--- src/rtl/alu_sequencer_fsm_if.sv ---
// Instruction handshake and ALU operand/result bus of the ALU sequencer.
//
// Handshake: an instruction transfers on a rising clock edge where
// instr_valid && instr_ready are both high. instr_ready depends only on the
// sequencer state, never on instr_valid. An instruction offered while
// instr_ready is low is neither consumed nor remembered; the source keeps it
// on the bus until it is taken.
//
// master: the sequencer. It accepts instructions and is the initiator
// towards the combinational ALU.
// slave: the environment. It supplies instructions and the ALU result.
interface alu_sequencer_fsm_if;
  logic [19:0] instr;
  logic        instr_valid;
  logic        instr_ready;
  logic [3:0]  alu_opcode;
  logic [7:0]  alu_opA;
  logic [7:0]  alu_opB;
  logic [15:0] alu_result;

  modport master (
    input  instr, instr_valid, alu_result,
    output instr_ready, alu_opcode, alu_opA, alu_opB
  );

  modport slave (
    output instr, instr_valid, alu_result,
    input  instr_ready, alu_opcode, alu_opA, alu_opB
  );
endinterface

--- src/rtl/alu_sequencer_fsm.sv ---
// Multi-cycle sequencer for the 16-bit combinational ALU core.
// Each instruction takes IDLE -> DECODE -> EXECUTE -> WRITEBACK and then
// returns to IDLE, giving one instruction every four cycles. Operands come
// from a 4 x 8-bit register file or from an immediate. HALT parks the
// sequencer until reset.
module alu_sequencer_fsm #(
  parameter logic [3:0] HALT_OPCODE = 4'b1111,
  parameter int         COUNT_WIDTH = 8
) (
  input  logic                   clock,
  input  logic                   reset,
  alu_sequencer_fsm_if.master    bus,
  input  logic                   load_en,
  input  logic [1:0]             load_addr,
  input  logic [7:0]             load_data,
  output logic [15:0]            result_out,
  output logic                   result_valid,
  output logic                   halted,
  output logic [COUNT_WIDTH-1:0] instr_count,
  output logic [2:0]             state_dbg
);

  typedef enum logic [2:0] {
    IDLE      = 3'd0,
    DECODE    = 3'd1,
    EXECUTE   = 3'd2,
    WRITEBACK = 3'd3,
    HALTED    = 3'd4
  } state_t;

  state_t      state, state_nxt;

  // Latched instruction fields. Bit 8 of the instruction word is reserved
  // and is not stored.
  logic [3:0]  op_r;
  logic [1:0]  rd_r, ra_r, rb_r;
  logic        imm_sel_r;
  logic [7:0]  imm_r;

  logic [7:0]  rf [4];
  logic [15:0] result_r;
  logic [3:0]  alu_opcode_r;
  logic [7:0]  alu_opa_r, alu_opb_r;
  logic        accept;
  logic        unused_reserved;

  assign accept          = (state == IDLE) && bus.instr_valid;
  assign unused_reserved = bus.instr[8];

  assign bus.instr_ready = (state == IDLE);
  assign bus.alu_opcode  = alu_opcode_r;
  assign bus.alu_opA     = alu_opa_r;
  assign bus.alu_opB     = alu_opb_r;
  assign halted          = (state == HALTED);
  assign state_dbg       = state;

  // State register.
  always_ff @(posedge clock) begin
    if (reset) state <= IDLE;
    else       state <= state_nxt;
  end

  // Next-state logic; HALTED is only left through reset.
  always_comb begin
    state_nxt = state;
    case (state)
      IDLE: begin
        if (accept) begin
          if (bus.instr[19:16] == HALT_OPCODE) state_nxt = HALTED;
          else                                 state_nxt = DECODE;
        end
      end
      DECODE:    state_nxt = EXECUTE;
      EXECUTE:   state_nxt = WRITEBACK;
      WRITEBACK: state_nxt = IDLE;
      HALTED:    state_nxt = HALTED;
      default:   state_nxt = IDLE;
    endcase
  end

  // Datapath: preload and latch in IDLE, present operands in DECODE,
  // capture the ALU result in EXECUTE, write it back in WRITEBACK.
  // Writeback is at least two edges ahead of the next DECODE read, so the
  // register file needs no forwarding path.
  always_ff @(posedge clock) begin
    if (reset) begin
      for (int i = 0; i < 4; i++) rf[i] <= 8'h00;
      op_r         <= 4'h0;
      rd_r         <= 2'd0;
      ra_r         <= 2'd0;
      rb_r         <= 2'd0;
      imm_sel_r    <= 1'b0;
      imm_r        <= 8'h00;
      result_r     <= 16'h0000;
      alu_opcode_r <= 4'h0;
      alu_opa_r    <= 8'h00;
      alu_opb_r    <= 8'h00;
      result_out   <= 16'h0000;
      result_valid <= 1'b0;
      instr_count  <= '0;
    end else begin
      result_valid <= 1'b0;
      case (state)
        IDLE: begin
          if (load_en) rf[load_addr] <= load_data;
          if (accept) begin
            op_r      <= bus.instr[19:16];
            rd_r      <= bus.instr[15:14];
            ra_r      <= bus.instr[13:12];
            rb_r      <= bus.instr[11:10];
            imm_sel_r <= bus.instr[9];
            imm_r     <= bus.instr[7:0];
          end
        end
        DECODE: begin
          alu_opcode_r <= op_r;
          alu_opa_r    <= rf[ra_r];
          alu_opb_r    <= imm_sel_r ? imm_r : rf[rb_r];
        end
        EXECUTE: begin
          result_r <= bus.alu_result;
        end
        WRITEBACK: begin
          rf[rd_r]     <= result_r[7:0];
          result_out   <= result_r;
          result_valid <= 1'b1;
          instr_count  <= instr_count + 1'b1;
        end
        default: ;
      endcase
    end
  end

endmodule
--- src/flat_wrapper.sv ---
// flat-port wrapper written by rule: the top's interface ports become plain ports
module alu_sequencer_fsm_flat 
#(
  parameter logic [3:0] HALT_OPCODE = 4'b1111,
  parameter int         COUNT_WIDTH = 8
)
  (clock, reset, load_en, load_addr, load_data, result_out, result_valid, halted, instr_count, state_dbg, bus_instr, bus_instr_valid, bus_alu_result, bus_instr_ready, bus_alu_opcode, bus_alu_opA, bus_alu_opB);
  alu_sequencer_fsm_if bus_i ();
  input  logic clock;
  input  logic reset;
  input  logic load_en;
  input  logic [1:0] load_addr;
  input  logic [7:0] load_data;
  output logic [15:0] result_out;
  output logic result_valid;
  output logic halted;
  output logic [COUNT_WIDTH-1:0] instr_count;
  output logic [2:0] state_dbg;
  input wire logic [$bits(bus_i.instr)-1:0] bus_instr;
  input wire logic [$bits(bus_i.instr_valid)-1:0] bus_instr_valid;
  input wire logic [$bits(bus_i.alu_result)-1:0] bus_alu_result;
  output wire logic [$bits(bus_i.instr_ready)-1:0] bus_instr_ready;
  output wire logic [$bits(bus_i.alu_opcode)-1:0] bus_alu_opcode;
  output wire logic [$bits(bus_i.alu_opA)-1:0] bus_alu_opA;
  output wire logic [$bits(bus_i.alu_opB)-1:0] bus_alu_opB;
  assign bus_i.instr = bus_instr;
  assign bus_i.instr_valid = bus_instr_valid;
  assign bus_i.alu_result = bus_alu_result;
  assign bus_instr_ready = bus_i.instr_ready;
  assign bus_alu_opcode = bus_i.alu_opcode;
  assign bus_alu_opA = bus_i.alu_opA;
  assign bus_alu_opB = bus_i.alu_opB;
  alu_sequencer_fsm #(.HALT_OPCODE(HALT_OPCODE), .COUNT_WIDTH(COUNT_WIDTH)) u_core (.clock(clock), .reset(reset), .bus(bus_i), .load_en(load_en), .load_addr(load_addr), .load_data(load_data), .result_out(result_out), .result_valid(result_valid), .halted(halted), .instr_count(instr_count), .state_dbg(state_dbg));
endmodule
--- config.mk ---
export PLATFORM = sky130hd
export DESIGN_NAME = alu_sequencer_fsm_flat
export DESIGN_NICKNAME = d
export VERILOG_FILES = /design/src/rtl/alu_sequencer_fsm_if.sv /design/src/rtl/alu_sequencer_fsm.sv /design/src/flat_wrapper.sv
export SDC_FILE = /design/constraint.sdc
export NUM_CORES = 1
export LEC_CHECK = 0
export ABC_CLOCK_PERIOD_IN_PS = 3300
export BUFFER_PORTS_ARGS = -buffer_cell sky130_fd_sc_hd__buf_2
export CAP_MARGIN = 30
export CORE_ASPECT_RATIO = 0.9
export CORE_MARGIN = 4
export CORE_UTILIZATION = 38
export DETAILED_ROUTE_END_ITERATION = 12
export HOLD_SLACK_MARGIN = 0.15
export SLEW_MARGIN = 10
export SYNTH_ARGS = -nofsm -noshare
export SYNTH_HDL_FRONTEND = slang
export SYNTH_SLANG_ARGS = --single-unit
export TNS_END_PERCENT = 30
--- constraint.sdc ---
create_clock -name clock -period 3.3 [get_ports clock]
set_input_delay 0.66 -clock clock [delete_from_list [all_inputs] [get_ports clock]]
set_output_delay 0.66 -clock clock [all_outputs]
set_load 0.01 [all_outputs]
==> results.yml, run 1 <==
die:
  initial_utilization_pct: 38.9
  core_area_um2: 12700
  die_x_um: 128
  die_area_um2: 14900
  die_h_um: 116
  io_pins: 100
  num_rows: 39
finish:
  syn_to_final_growth_pct: 22.5
  final_layout_size_suffix_gt1_share_pct: 24.4
  final_nets: 668
  n_fill_cell: 1219
global_route:
  antenna_found_initial: 0
  grt_max_degree: 83
  grt_pass1_vias: 3992
  grt.total_usage_pct: 17.0
  grt_remaining_overflow: 0
  grt_pass1_wl_um: 19500
synth:
  synth_top_area_share_pct: 34.3
  synth-async-reset-ratio_pct: 0
  synth_seq_cells: 117
  synth.area.top_cells: "dfxtp_1 34%, edfxtp_1 19%, nand2_1 11%"
  synthesis.area_um2: 4960
  synth_nets: 584
  yosysSeqAreaShare_pct: 53.7
  synth-edff-count: 32
  ys_warn_count: 0
  syn_avg_cell_area_um2: 9.30
  synthFlopType: "dfxtp_1"
  ys_types: 48
  yosys.area.top_type: "dfxtp_1"
  syn_inst: 533
place:
  hpwl_um: 8730
  place_congestion: 0.814
  io_buffers: 98
  dp_slack_ns: 0.742
clock_network:
  cts_setup_buffers: 0
  clkSlewWorstSetupHoldPaths_ns: 0.05
  clockBufferDepth: 2
  post_cts_resized: 0
  clkLatencyLatePin_ns: 0.41
  cts_hold_buf: 0
  cts_made_buffers: 17
  clock-sinks: 117
  clockRootBuffer: "clkbuf_16"
  htreeDepth: 4
  cts_tree: "built"
critical_path:
  reg2reg_from: "u_core.state_dbg[1]$_SDFFE_PP0P_"
  critPathLaunch: "u_core.state_dbg[1]$_SDFFE_PP0P_"
  worst-endpoint-required_ns: 3.35
  crit_chain: "and4bb_2 -> a22o_1 -> o211ai_2 -> nand2b_1"
  r2r_slack_ns: 0.76
  slowest_stage: "dfxtp_1"
  r2r-end: "u_core.rf[1][2]$_SDFFCE_PN0P_"
  critical-path-max-stage-delay_ns: 0.80
  reg2reg_depth: 4
  cp-end-kind: "flip-flop"
  path_max_fanout: 20
  crit_end: "u_core.rf[1][2]$_SDFFCE_PN0P_"
  critical_path_arrival_ns: 2.60
  crit_path_start_kind: "flip-flop"
  criticalPathCategory: "flip-flop to flip-flop"
timing:
  fmax_mhz: 393
  hold_viol_final: 0
  min_period_ns: 2.54
  rsz0062_at_grt: "no"
  final-setup-viol-count: 0
  relSlewSlack_pct: 40.1
  fin_skew_ns: 0.00646
  fin_ws_ns: 0.758
  min_period_over_period_pct: 77.0
  setup-tns-final_ns: 0
  slew_violations: 0
  tightest_slew_ns: 0.897
drt:
  post_drt_wl_per_cell_um: 15.5
  drc: 0
  drt_iter0_drc: 240
  dr.pass1.iters: 4
  vias: 4068
  vias_per_cell: 5.12
  wl_um: 12300
  ant_nets: 0
power_and_ir_drop:
  power_density_nw_per_um2: 619
  leakagePower_uw: 0.00237
  peakVddDrop_v: 0.000333
hold_path:
  min_path_type: "flip-flop to flip-flop"
run_status:
  status: "finished, final reports clean"
flow_run:
  cap_viol_max_count: 0
synth_stat cells, types with 3 or more instances:
cell	count
a21oi_1	66
nand4_1	4
a22oi_1	15
mux2i_1	16
inv_1	10
nor2_1	43
or2_1	3
clkbuf_1	18
buf_1	3
nand2_1	144
o221ai_1	8
nor2_2	8
buf_2	13
xnor2_1	4
mux4_2	8
nor3_1	15
xor2_1	3
dfxtp_1	85
nand2b_1	5
edfxtp_1	32
critical path, delay by kind of cell, from the launching register on:
kind             cells  cell delay [ns]
AND/OR/NAND/NOR      2             0.96
AO/OA/AOI/OAI        2             0.43
flip-flops           1             0.80
flip-flops by register name, summed over array words and instances (netlist names), named ones only:
| signal | count |
|---|---|
| u_core.bus.alu_opcode | 4 |
| u_core.op_r | 4 |
| u_core.result_valid | 1 |
| u_core.bus.alu_opB | 8 |
| u_core.rb_r | 2 |
| u_core.state_dbg | 3 |
| u_core.result_r | 16 |
| u_core.result_out | 16 |
| u_core.imm_r | 8 |
| u_core.rf | 32 |
| u_core.imm_sel_r | 1 |
| u_core.instr_count | 8 |
| u_core.rd_r | 2 |
| u_core.bus.alu_opA | 8 |
| u_core.ra_r | 2 |
report_power, final:
group,total (µW),switching [µW],internal (µW)
Combinational,365,220,145
Sequential,1640,77.7,1570
Clock,1750,627,1120
Total,3760,924,2830
layout by cell type, fill, tap and decap left out, drive strengths merged, types with 2 or more instances in the layout:
| cell | count |
|---|---|
| a21oi | 66 |
| a22oi | 16 |
| buf | 102 |
| bufinv | 2 |
| clkbuf | 22 |
| clkinv | 5 |
| clkinvlp | 3 |
| dfxtp | 85 |
| edfxtp | 32 |
| inv | 11 |
| mux2i | 16 |
| mux4 | 8 |
| nand2 | 144 |
| nand2b | 5 |
| nand4 | 4 |
| nor2 | 51 |
| nor3 | 16 |
| nor4b | 2 |
| o21ai | 2 |
| o221ai | 8 |
| or2 | 4 |
| or4b | 2 |
| xnor2 | 4 |
| xor2 | 3 |
cells by family after synthesis:
| logic type | share of synthesized area (%) |
|---|---|
| flip-flops | 53.7 |
| multiplexers | 6.87 |
| adder cells (fa/ha/maj) | 0.252 |
| AO/OA/AOI/OAI | 12.2 |
| XOR/XNOR | 1.24 |
| AND/OR/NAND/NOR | 21.4 |
| buffers and inverters | 4.34 |
metal layers:
layer / vias up / routed length [µm] / global-route usage (%)
met1: 1952 / 5290 / 20.0
li1: 1999 / - / -
met3: 16 / 809 / 6.54
met2: 101 / 6010 / 28.3
met5: - / 0 / 0
met4: 0 / 193 / 6.22
how the worst min path moves through the flow:
stage	start	endpoint	depth (start not counted)
after detailed placement	u_core.result_r[14]$_SDFFE_PP0N_	u_core.result_out[14]$_SDFFE_PP0N_	2
after global routing	u_core.op_r[1]$_SDFFE_PP0P_	u_core.bus.alu_opcode[1]$_SDFFE_PP0P_	2
final	u_core.bus.alu_opA[3]$_SDFFE_PP0P_	u_core.bus.alu_opA[3]$_SDFFE_PP0P_	2
after floorplan	u_core.op_r[0]$_SDFFE_PP0P_	u_core.bus.alu_opcode[0]$_SDFFE_PP0P_	2
after global placement	u_core.op_r[3]$_SDFFE_PP0P_	u_core.bus.alu_opcode[3]$_SDFFE_PP0P_	2
after CTS	u_core.op_r[1]$_SDFFE_PP0P_	u_core.bus.alu_opcode[1]$_SDFFE_PP0P_	2
per-stage QoR:
step	instance area [µm²]	hold WS, ns	cells	total power (µW)	util (%)
after floorplan	4960	0.432	533	1920	-
after global placement	5510	0.438	762	2030	43.3
after detailed placement	5510	0.446	762	2040	43.3
after CTS	6070	0.453	794	3790	47.7
after global routing	6070	0.459	794	3900	47.7
final	6070	0.449	795	3760	47.7
area by class of cell:
type	instances	area [µm²]	area share (%)
sequential	117	2660	43.8
multi-input combinational	368	2080	34.2
clock inverter	10	106	1.75
timing repair buffer	102	520	8.57
clock buffer	22	454	7.48
inverter	11	41.3	0.680
antenna	1	2.50	0.0412
tap	164	205	3.38
Note: power is estimated with default switching activity, not from simulation.
==> run 2, diff against run 1 <==
ABC_CLOCK_PERIOD_IN_PS = 2500   (was 3300)
clock period = 2.5 ns   (was 3.3 ns; I/O delays follow)
==> run 2 against run 1 <==
Effect of this change:
- clock power grew 37%
- design area grew 1.6%
- first-iteration DRC count decreased by 6.7%
- non-clock buffer count is 9 higher
- via count grew 0.15%
- power increased by 35%
- hold slack got worse by 0.13 ns
- utilization increased by 0.75 points
- worst setup slack worse by 0.48 ns
- sequential share of layout area decreased by 0.68 points
- sequential cell count did not move
- highest routed layer is now met5
==> results.yml, run 2 (synthesized netlist as in run 1, its figures left out) <==
place:
  hpwl_um: 8790
  place_congestion: 0.844
  dp_slack_ns: 0.153
  dp.cells: 771
  io_buffers: 98
critical_path:
  worst-endpoint-required_ns: 2.66
  path_max_fanout: 17
  r2r_slack_ns: 0.28
  criticalPathCategory: "flip-flop to flip-flop"
  reg2reg_from: "u_core.state_dbg[2]$_SDFFE_PP0P_"
  cp-end-kind: "flip-flop"
  crit_path_start_kind: "flip-flop"
  reg2reg_depth: 4
  r2r-end: "u_core.rf[3][4]$_DFFE_PP_"
  critical_path_arrival_ns: 2.38
clock_network:
  clock-sinks: 117
  cts_hold_buf: 0
  htreeDepth: 4
  clkSlewWorstSetupHoldPaths_ns: 0.06
  cts_made_buffers: 17
  clkLatencyLatePin_ns: 0.41
  clockRootBuffer: "clkbuf_16"
  cts_setup_buffers: 0
  clockBufferDepth: 2
  post_cts_resized: 0
  cts_tree: "built"
flow_run:
  cap_viol_max_count: 0
hold_path:
  whs_path_depth: 3
  min_delay_worst_endpoint: "u_core.imm_sel_r$_SDFFE_PP0P_"
  min-delay-start: "bus_instr[9]"
  min_path_type: "input port to flip-flop"
drt:
  dr.pass1.iters: 5
  post_drt_wl_per_cell_um: 15.6
  vias: 4074
  wl_um: 12500
  ant_nets: 0
  drt_iter0_drc: 224
  vias_per_cell: 5.07
  drc: 0
timing:
  rsz0062_at_grt: "no"
  tightest_slew_ns: 0.803
  final-setup-viol-count: 0
  slew_violations: 0
  min_period_ns: 2.22
  fin_skew_ns: 0.0108
  fin_ws_ns: 0.282
  setup-tns-final_ns: 0
  hold_viol_final: 0
  fmax_mhz: 451
  min_period_over_period_pct: 88.7
  relSlewSlack_pct: 46.3
power_and_ir_drop:
  power_density_nw_per_um2: 822
  leakagePower_uw: 0.00244
  peakVddDrop_v: 0.000559
finish:
  finish.utilization_pct: 48.4
  largest-register: "u_core.rf"
  largest_register_ffs: 32
  largestRegisters: "u_core.rf x32, u_core.result_out x16, u_core.result_r x16"
  n_fill_cell: 1212
  final_layout_size_suffix_gt1_share_pct: 26.3
  layoutNonFillerInstCount: 803
  final_common_cell: "nand2_1"
  diodes: 0
  final_nets: 677
  syn_to_final_growth_pct: 24.4
  final_cell_mix: "144 x nand2_1, 98 x buf_2, 85 x dfxtp_1, 66 x a21oi_1, 43 x nor2_1"
die:
  die_area_um2: 14900
  initial_utilization_pct: 38.9
  io_pins: 100
  die_x_um: 128
  num_rows: 39
  core_area_um2: 12700
  die_h_um: 116
global_route:
  grt.total_usage_pct: 17.5
  grt_max_degree: 55
  grt_remaining_overflow: 0
  antenna_found_initial: 1
  grt_pass1_wl_um: 20400
  grt_pass1_vias: 4179
run_status:
  status: "finished, final reports clean"
-- run 2: cell count changes in the layout (fill, tap and decap cells not counted), sizes merged --
| cell | before | now |
|---|---|---|
| buf | 102 | 111 |
| inv | 11 | 17 |
| clkbuf | 22 | 19 |
| clkinvlp | 3 | 1 |
| bufinv | 2 | 1 |
| diode | 1 | 0 |
-- run 2: power by group --
group | internal (µW) | switching, µW | total (µW)
Combinational | 203 | 315 | 518
Sequential | 2070 | 83.2 | 2150
Clock | 1490 | 910 | 2400
Total | 3760 | 1310 | 5070
-- run 2: how the worst max path moves through the flow --
stage | from | end | slack (ns) | cells past startpoint
3_5_place_dp | reset | u_core.rf[2][6]$_SDFFCE_PN0P_ | 0.15 | 5
3_3_place_gp | reset | u_core.rf[2][5]$_SDFFCE_PN0P_ | 0.19 | 5
5_1_grt | u_core.state_dbg[2]$_SDFFE_PP0P_ | u_core.rf[3][4]$_DFFE_PP_ | 0.11 | 4
6_report | u_core.state_dbg[2]$_SDFFE_PP0P_ | u_core.rf[3][4]$_DFFE_PP_ | 0.28 | 4
4_1_cts | u_core.state_dbg[2]$_SDFFE_PP0P_ | u_core.rf[3][4]$_DFFE_PP_ | 0.26 | 4
2_1_floorplan | reset | u_core.rf[3][0]$_DFFE_PP_ | 0.22 | 4
-- run 2: area by class of cell --
cell class / instances / area, µm² / area share [%]
tap: 164 / 205 / 3.33
multi-input combinational: 368 / 2080 / 33.7
inverter: 11 / 41.3 / 0.670
clock inverter: 13 / 115 / 1.87
timing repair buffer: 111 / 588 / 9.54
sequential: 117 / 2660 / 43.2
clock buffer: 19 / 475 / 7.71
-- run 2: through the flow --
stage | power, µW | hold WS (ns) | area (µm²)
2_1_floorplan | 2530 | 0.432 | 4960
3_3_place_gp | 2690 | 0.438 | 5580
3_5_place_dp | 2710 | 0.444 | 5580
4_1_cts | 5120 | 0.311 | 6170
5_1_grt | 5290 | 0.318 | 6170
6_report | 5070 | 0.323 | 6170
-- run 2: worst max-delay path, stage by stage, from the launching register on --
cell and delay (ns):
dfxtp_1 0.41, or2_1 0.39, nor4b_4 0.76, a221oi_1 0.17, buf_4 0.23
-- run 2: metal layers --
layer	global-route usage, %	vias up	wire length, µm
li1	-	2023	-
met1	21.2	1921	5600
met2	29.9	113	6030
met3	5.53	15	739
met4	5.45	2	119
met5	0	-	19
==> run 3, diff against run 2 <==
REMOVE_ABC_BUFFERS = 1   (was unset)
==> run 3 against run 2 <==
Effect of this change:
- sequential cell count unchanged
- design area down 0.10%
- sequential power about the same
- largest power group unchanged
- global-route usage down 1.3 points
- combinational power down 3%
- critical path depth unchanged
- count of clock-buffer cells in the layout up 2
- first-iteration DRC count up 20%
- routed wire length down 6.9%
- clock skew down 0.0038 ns
- hold slack better by 0.0075 ns
- cell count down 0.12%
==> results.yml, run 3 (synthesized netlist as in run 1, its figures left out) <==
timing:
  fin_skew_ns: 0.00699
  min_period_over_period_pct: 90.7
  hold_viol_final: 0
  fin_ws_ns: 0.233
  final-setup-viol-count: 0
  rsz0062_at_grt: "no"
  fmax_mhz: 441
  relSlewSlack_pct: 42.1
  slew_violations: 0
  whs_ns: 0.330
  min_period_ns: 2.27
  setup-tns-final_ns: 0
  tightest_slew_ns: 0.869
critical_path:
  r2r_slack_ns: 0.23
  reg2reg_depth: 4
  path_buf_inv: 1
  critical-path-max-stage-delay_ns: 0.79
  critPathLaunch: "u_core.state_dbg[0]$_SDFFE_PP0P_"
  critical_path_arrival_ns: 2.43
  path_depth: 4
  r2r-end: "u_core.rf[3][5]$_DFFE_PP_"
  path_max_fanout: 17
  cp-end-kind: "flip-flop"
  crit_end: "u_core.rf[3][5]$_DFFE_PP_"
  slowest_stage: "nor4b_4"
  crit_path_start_kind: "flip-flop"
  crit_chain: "or2_1 -> nor4b_4 -> a221oi_1 -> buf_4"
  criticalPathCategory: "flip-flop to flip-flop"
  crit_family: "simple AND/OR/NAND/NOR gates"
  worst-endpoint-required_ns: 2.66
  reg2reg_from: "u_core.state_dbg[0]$_SDFFE_PP0P_"
finish:
  final_nets: 675
  largest-register: "u_core.rf"
  n_fill_cell: 1200
  final_layout_size_suffix_gt1_share_pct: 25.9
  final_cell_mix: "144 x nand2_1, 98 x buf_2, 85 x dfxtp_1, 66 x a21oi_1, 43 x nor2_1"
  largestRegisters: "u_core.rf x32, u_core.result_out x16, u_core.result_r x16"
  final_common_cell: "nand2_1"
  largest_register_ffs: 32
  post-route-cell-area_um2: 6160
  syn_to_final_growth_pct: 24.3
die:
  io_pins: 100
  die_x_um: 128
  initial_utilization_pct: 38.9
  num_rows: 39
  core_area_um2: 12700
  die_area_um2: 14900
  die_h_um: 116
drt:
  wl_um: 11600
  drt_iter0_drc: 268
  vias: 3977
  ant_nets: 0
  vias_per_cell: 4.96
  drc: 0
  post_drt_wl_per_cell_um: 14.5
  dr.pass1.iters: 5
clock_network:
  post_cts_resized: 0
  htreeDepth: 4
  cts_setup_buffers: 0
  cts_tree: "built"
  clockRootBuffer: "clkbuf_16"
  clkLatencyLatePin_ns: 0.41
  cts_hold_buf: 0
  clock-sinks: 117
  clkSlewWorstSetupHoldPaths_ns: 0.05
  clockBufferDepth: 2
  cts_made_buffers: 17
hold_path:
  min_path_type: "input port to flip-flop"
  whs_path_depth: 3
global_route:
  antenna_found_initial: 2
  grt.total_usage_pct: 16.2
  grt_remaining_overflow: 0
  grt_pass1_wl_um: 19300
  grt_pass1_vias: 3898
  grt_max_degree: 86
place:
  dp_slack_ns: 0.270
  postPlaceCellArea_um2: 5560
  io_buffers: 98
  place_congestion: 0.803
  hpwl_um: 8370
power_and_ir_drop:
  peakVddDrop_v: 0.000463
  power_density_nw_per_um2: 818
  leakagePower_uw: 0.00243
run_status:
  status: "finished, final reports clean"
flow_run:
  cap_viol_max_count: 0
run 3: how the worst min path moves through the flow:
stage	from	to	slack, ns
6_report	bus_alu_result[4]	u_core.result_r[4]$_SDFFE_PP0N_	0.33
5_1_grt	bus_instr[6]	u_core.imm_r[6]$_SDFFE_PP0P_	0.33
4_1_cts	bus_instr[6]	u_core.imm_r[6]$_SDFFE_PP0P_	0.31
3_5_place_dp	u_core.result_out[14]$_SDFFE_PP0N_	u_core.result_out[14]$_SDFFE_PP0N_	0.45
3_3_place_gp	u_core.op_r[1]$_SDFFE_PP0P_	u_core.bus.alu_opcode[1]$_SDFFE_PP0P_	0.44
2_1_floorplan	u_core.op_r[0]$_SDFFE_PP0P_	u_core.bus.alu_opcode[0]$_SDFFE_PP0P_	0.43
run 3: per-layer routing:
layer | wire (µm) | vias up | track usage, %
li1 | - | 2009 | -
met1 | 5400 | 1809 | 20.6
met2 | 4990 | 138 | 24.8
met3 | 1110 | 17 | 7.09
met4 | 123 | 4 | 5.16
met5 | 21 | - | 0
run 3: stage by stage:
step | total power [µW] | util [%] | instances
2_1_floorplan | 2480 | - | 496
3_3_place_gp | 2680 | 43.7 | 769
3_5_place_dp | 2690 | 43.7 | 769
4_1_cts | 5090 | 48.4 | 801
5_1_grt | 5240 | 48.4 | 801
6_report | 5040 | 48.4 | 802
run 3: worst min-delay path: cells and delay by family:
kind | cells | cell delay [ns]
compound gates | 1 | 0.05
buf+inv | 1 | 0.10
simple gates | 1 | 0.04
run 3: power breakdown:
group | switching [µW] | internal [µW]
sequential | 83.9 | 2070
clock | 849 | 1540
combinational | 302 | 200
total | 1230 | 3800
run 3: final cells by class:
cell class / instances / area, µm² / area share (%)
antenna: 1 / 2.50 / 0.0406
clock buffer: 21 / 504 / 8.18
clock inverter: 11 / 92.6 / 1.50
inverter: 11 / 41.3 / 0.670
multi-input combinational: 368 / 2080 / 33.8
sequential: 117 / 2660 / 43.2
tap: 164 / 205 / 3.33
timing repair buffer: 109 / 573 / 9.30
